$ cat src/rtl/imem_loader.sv
// Captures the BIOS instruction stream into a small FIFO and drains it into
// instruction memory, then hands control to the control unit at cu_pc.
module imem_loader #(
    parameter int unsigned ADDR_W     = 8,
    parameter int unsigned MEM_WORDS  = 256,
    parameter int unsigned BASE_ADDR  = 0,
    parameter int unsigned START_PC   = 0,
    parameter int unsigned FIFO_DEPTH = 4
) (
    input  logic              clock,
    input  logic              reset_n,
    input  logic [31:0]       bios_data,
    input  logic              bios_active,
    output logic [ADDR_W-1:0] mem_addr,
    output logic [31:0]       mem_wdata,
    output logic              mem_we,
    input  logic              mem_ready,
    output logic              cu_start,
    output logic [ADDR_W-1:0] cu_pc,
    output logic [ADDR_W:0]   words_loaded,
    output logic              load_error
);

    localparam int unsigned       PTR_W   = $clog2(FIFO_DEPTH);
    localparam logic [ADDR_W-1:0] BASE_C  = ADDR_W'(BASE_ADDR);
    localparam logic [ADDR_W-1:0] PC_C    = ADDR_W'(START_PC);
    localparam logic [ADDR_W:0]   CAP_C   = (ADDR_W + 1)'(MEM_WORDS);
    localparam logic [PTR_W:0]    DEPTH_C = (PTR_W + 1)'(FIFO_DEPTH);

    typedef enum logic [2:0] {PRIME, LOAD, DRAIN, START, RUN} state_t;

    state_t            state_q, state_d;
    logic [31:0]       fifo_q [FIFO_DEPTH];
    logic [31:0]       fifo_d [FIFO_DEPTH];
    logic [PTR_W-1:0]  rd_ptr_q, rd_ptr_d, wr_ptr_q, wr_ptr_d;
    logic [PTR_W:0]    count_q, count_d;
    logic [ADDR_W-1:0] addr_q, addr_d;
    logic [ADDR_W:0]   loaded_q, loaded_d;
    logic              err_q, err_d;

    logic write_phase, fifo_empty, fifo_full, cap_reached;
    logic push, pop, commit;

    always_comb begin
        write_phase = (state_q == LOAD) || (state_q == DRAIN);
        fifo_empty  = (count_q == '0);
        fifo_full   = (count_q == DEPTH_C);
        cap_reached = (loaded_q == CAP_C);

        mem_we    = write_phase && !fifo_empty && !cap_reached;
        mem_wdata = (write_phase && !fifo_empty) ? fifo_q[rd_ptr_q] : '0;
        mem_addr  = addr_q;
        commit    = mem_we && mem_ready;
        // Past capacity the head is discarded every cycle regardless of mem_ready.
        pop       = write_phase && !fifo_empty && (cap_reached || mem_ready);
        push      = (state_q == LOAD) && bios_active && (!fifo_full || pop);

        fifo_d   = fifo_q;
        rd_ptr_d = rd_ptr_q;
        wr_ptr_d = wr_ptr_q;
        if (push) begin
            fifo_d[wr_ptr_q] = bios_data;
            wr_ptr_d         = wr_ptr_q + 1'b1;
        end
        if (pop) begin
            rd_ptr_d = rd_ptr_q + 1'b1;
        end

        count_d = count_q;
        unique case ({push, pop})
            2'b10:   count_d = count_q + 1'b1;
            2'b01:   count_d = count_q - 1'b1;
            default: count_d = count_q;
        endcase

        addr_d   = addr_q;
        loaded_d = loaded_q;
        if (commit) begin
            loaded_d = loaded_q + 1'b1;
            // The final writable word leaves the address parked on the last slot.
            if (loaded_q != CAP_C - 1'b1) begin
                addr_d = addr_q + 1'b1;
            end
        end

        err_d = err_q
              | (pop && cap_reached)
              | ((state_q == LOAD) && bios_active && fifo_full && !pop);

        state_d = state_q;
        unique case (state_q)
            PRIME:   state_d = bios_active ? LOAD : DRAIN;
            LOAD:    state_d = bios_active ? LOAD : DRAIN;
            DRAIN:   state_d = fifo_empty ? START : DRAIN;
            START:   state_d = RUN;
            RUN:     state_d = RUN;
            default: state_d = PRIME;
        endcase

        cu_start     = (state_q == START);
        cu_pc        = ((state_q == START) || (state_q == RUN)) ? PC_C : '0;
        words_loaded = loaded_q;
        load_error   = err_q;
    end

    always_ff @(posedge clock or negedge reset_n) begin
        if (!reset_n) begin
            state_q  <= PRIME;
            for (int unsigned i = 0; i < FIFO_DEPTH; i++) begin
                fifo_q[i] <= '0;
            end
            rd_ptr_q <= '0;
            wr_ptr_q <= '0;
            count_q  <= '0;
            addr_q   <= BASE_C;
            loaded_q <= '0;
            err_q    <= 1'b0;
        end else begin
            state_q  <= state_d;
            fifo_q   <= fifo_d;
            rd_ptr_q <= rd_ptr_d;
            wr_ptr_q <= wr_ptr_d;
            count_q  <= count_d;
            addr_q   <= addr_d;
            loaded_q <= loaded_d;
            err_q    <= err_d;
        end
    end

endmodule

$ cat config.mk
export PLATFORM = sky130hd
export DESIGN_NAME = imem_loader
export DESIGN_NICKNAME = d
export VERILOG_FILES = /design/src/rtl/imem_loader.sv
export SDC_FILE = /design/constraint.sdc
export NUM_CORES = 1
export LEC_CHECK = 0
export CAP_MARGIN = 20
export CORE_ASPECT_RATIO = 1.2
export CORE_MARGIN = 5
export CORE_UTILIZATION = 55
export CTS_CLUSTER_SIZE = 12
export DETAILED_ROUTE_END_ITERATION = 10
export GPL_ROUTABILITY_DRIVEN = 0
export PLACE_DENSITY_LB_ADDON = 0.1
export REMOVE_ABC_BUFFERS = 1
export SLEW_MARGIN = 20
export SYNTH_ARGS = -nofsm -noshare
export SYNTH_HDL_FRONTEND = slang
export SYNTH_SLANG_ARGS = --single-unit
$ cat constraint.sdc
create_clock -name clock -period 3 [get_ports clock]
set_clock_uncertainty 0.15 [all_clocks]
set_input_delay 0.6 -clock clock [delete_from_list [all_inputs] [get_ports clock]]
set_output_delay 0.6 -clock clock [all_outputs]
set_load 0.005 [all_outputs]
==> impl_metrics.csv, run 1 <==
group,metric,value,unit
power_and_ir_drop,power_density,973,nW/um2
clock_network,htreeDepth,4,
final_layout,fillers,899,
sta,timing.final.setup_violations,0,
clock_network,clock_path_buffers,2,
sta,drv_slew,0,
detailed_routing,first_pass_iters,4,
placed_design,hpwl,9650,um
worst_setup_path,worstPathMaxFanout,13,
logic_synthesis,async_flop_share,100,%
die,core,13100,um2
final_layout,num_antenna_cells,0,
logic_synthesis,ys_seq_area_share,53.5,%
clock_network,numClockSinks,156,
sta,whs,0.0156,ns
final_layout,layout-drive-gt1-share,34.9,%
die,start_util,55.6,%
global_routing,grt_pass1_wl,25100,um
logic_synthesis,ys_ff_latch,156,
logic_synthesis,synth_ff_type,"dfrtp_1",
clock_network,cts_buffers,17,
power_and_ir_drop,total_power,8.98,mW
logic_synthesis,netlist_instances,493,
logic_synthesis,synth_cell_types,39,
clock_network,worstSkewPairLatency,0.42,ns
worst_setup_path,cp-end-kind,"output port",
power_and_ir_drop,p_leak,4.62,nW
die,std_cell_rows,46,
detailed_routing,vias,4319,
worst_setup_path,endpoint,"mem_wdata[7]",
worst_setup_path,critPathKind,"flop to output port",
hold_path,hold_class,"primary input to asynchronous set/reset pin",
sta,hold_violations,0,
job,maxCapViolations,0,
worst_setup_path,critPathArrivalTime,2.24,ns
worst_setup_path,slowest_stage,"clkdlybuf4s50_1",
power_and_ir_drop,irDropWorstVdd,0.600,mV
placed_design,place_area,8450,um2
worst_setup_path,timing.rr.end,"count_q[2]",
sta,tightestPinTransition,1.07,ns
logic_synthesis,yosysWarnings,0,
global_routing,track_usage,20.7,%
worst_setup_path,critPathLaunchType,"flop",
clock_network,cts-root-buf,"clkbuf_16",
worst_setup_path,max_stage_delay,0.50,ns
die,die_area,15700,um2
sta,rsz0062_at_grt,"yes",
run_status,outcome,"finished, final reports clean",
detailed_routing,finalWirelength,15100,um
final_layout,fin_util,70.3,%
sta,max_freq,334,MHz
sta,fin_crit,2.99,ns
final_layout,multi_input_area,3220,um2
detailed_routing,drcViolationCount,0,
worst_setup_path,cp.depth,6,
global_routing,grt_overflow,0,
clock_network,cts_tree,"done",
detailed_routing,ant_nets,0,
worst_setup_path,reg2reg_depth,11,
die,io_pins,96,
worst_setup_path,crit_family,"buffers and inverters",
detailed_routing,drt-initial-drc-count,189,
worst_setup_path,rr_startpoint,"state_q[0]",
final_layout,area_growth,26.5,%
sta,min_period_over_period,99.7,%
logic_synthesis,avgSynthCellArea,14.8,um2
global_routing,grt_pass1_vias,4847,
logic_synthesis,synth_area,7300,um2
worst_setup_path,critical_path_required,2.25,ns
worst_setup_path,path_buf_inv,3,
global_routing,antenna_found_initial,0,
clock_network,path_clk_slew,0.06,ns
placed_design,portBuffers,87,
worst_setup_path,crit_start,"state_q[0]",
detailed_routing,routedWlPerCell,19.5,um
die,die_h,136,um
worst_setup_path,r2r_slack,0.35,ns
global_routing,grt_max_degree,81,
final_layout,final_area,9230,um2
sta,timing.slew.headroom,28.5,%
sta,finalSetupTns,0,ns
final_layout,regArea,3910,um2
die,die_w,115,um
detailed_routing,viasPerCell,5.57,
final_layout,nets,641,
logic_synthesis,synth-edff-count,0,
worst_setup_path,crit_chain,"xnor2_4, nor3_4, buf_4, clkbuf_16, and2_1, clkdlybuf4s50_1",
[stage by stage]
stage,setup WS [ns],instances
floorplan,0.0270,463
global placement,-0.0864,736
detailed placement,-0.121,736
CTS,0.00226,769
global route,-0.0794,776
finish,0.00903,776
[where the power goes]
| part | internal [mW] | switching (mW) |
|---|---|---|
| sequential | 2.91 | 0.441 |
| combinational | 2.14 | 1.37 |
| clock | 1.33 | 0.790 |
[how the worst min path moves through the flow]
| stage | slack, ns | depth (start not counted) | start | end |
|---|---|---|---|---|
| 6_report | 0.02 | 2 | reset_n | mem_addr[0] |
| 3_5_place_dp | 0.31 | 1 | mem_addr[7] | mem_addr[7] |
| 3_3_place_gp | 0.31 | 1 | fifo_q[48] | fifo_q[48] |
| 2_1_floorplan | 0.15 | 0 | reset_n | count_q[0] |
| 5_1_grt | 0.05 | 2 | reset_n | mem_addr[0] |
| 4_1_cts | 0.05 | 2 | reset_n | mem_addr[4] |
[area by class of cell]
class                      instances  area share (%)
clock buffer                      26            5.52
sequential                       156            42.4
clock inverter                     6           0.895
timing repair buffer             113            13.7
tap                              168            2.28
inverter                          10           0.407
multi-input combinational        297            34.9
[cell usage after synthesis, drive strengths merged, types with 5 or more instances]
cell    instances  area [um2]
buf            27         178
ha              9         113
and2           33         206
nor2            9        43.8
clkbuf         10        38.8
dfrtp         156        3900
xnor2          13         114
mux2          131        1480
nor3            5        30.0
xor2            8        70.1
and3            6        37.5
nand4           9        56.3
mux4           32         721
inv            10        37.5
nand2           8        30.0
[cell usage in the layout, fill, tap and decap left out, types with 9 or more instances in the layout]
| cell type | synthesis | final |
|---|---|---|
| and2_1 | 33 | 32 |
| buf_12 | 0 | 9 |
| buf_4 | 17 | 14 |
| clkbuf_16 | 0 | 18 |
| clkdlybuf4s50_1 | 0 | 58 |
| dfrtp_1 | 156 | 152 |
| dlymetal6s2s_1 | 0 | 25 |
| ha_1 | 9 | 9 |
| inv_1 | 10 | 10 |
| mux2_1 | 23 | 23 |
| mux2_2 | 108 | 108 |
| mux4_2 | 32 | 32 |
| nand4_1 | 9 | 9 |
| xnor2_1 | 13 | 12 |
[sequential cells by signal, summed over array words and instances (netlist names)]
signal,count
rd_ptr_q,2
wr_ptr_q,2
mem_addr,8
count_q,3
words_loaded,9
state_q,3
load_error,1
fifo_q,128
[cell families (layout without fill, tap and decap cells)]
group	after synthesis	in the layout	synth area share, %
adders and majority gates	10	10	1.82
other	1	8	0.0514
AOI/OAI and AO/OA	8	8	0.909
DFF	156	156	53.5
xor gates and xnor gates	21	21	2.52
and+or+nand+nor	85	85	7.34
muxes	165	165	30.4
buffers and inverters	47	155	3.48
[per-layer routing]
layer | GRT usage, % | share of wire, % | vias to the layer above
li1 | - | - | 1953
met1 | 27.6 | 43 | 2272
met2 | 33.3 | 51 | 82
met3 | 5.52 | 4.3 | 12
met4 | 6.33 | 0.93 | 0
met5 | 0 | 0 | -
[repair_timing]
action,4_1_cts,5_1_grt
gates cloned,0,1
setup buffers,1,6
endpoints found under the setup margin,11,29
pin swaps,0,1
gates resized for setup,4,36
hold buffers,0,0
Power figures use the tool's default switching activity.
==> run 2, diff against run 1 <==
--- a/config.mk
+++ b/config.mk
@@ -5,6 +5,7 @@
 export SDC_FILE = /design/constraint.sdc
 export NUM_CORES = 1
 export LEC_CHECK = 0
+export ABC_CLOCK_PERIOD_IN_PS = 3000
 export CAP_MARGIN = 20
 export CORE_ASPECT_RATIO = 1.2
 export CORE_MARGIN = 5
==> results of run 2 <==
Same layout as run 1: the final DEF is identical, and so are final timing and power.
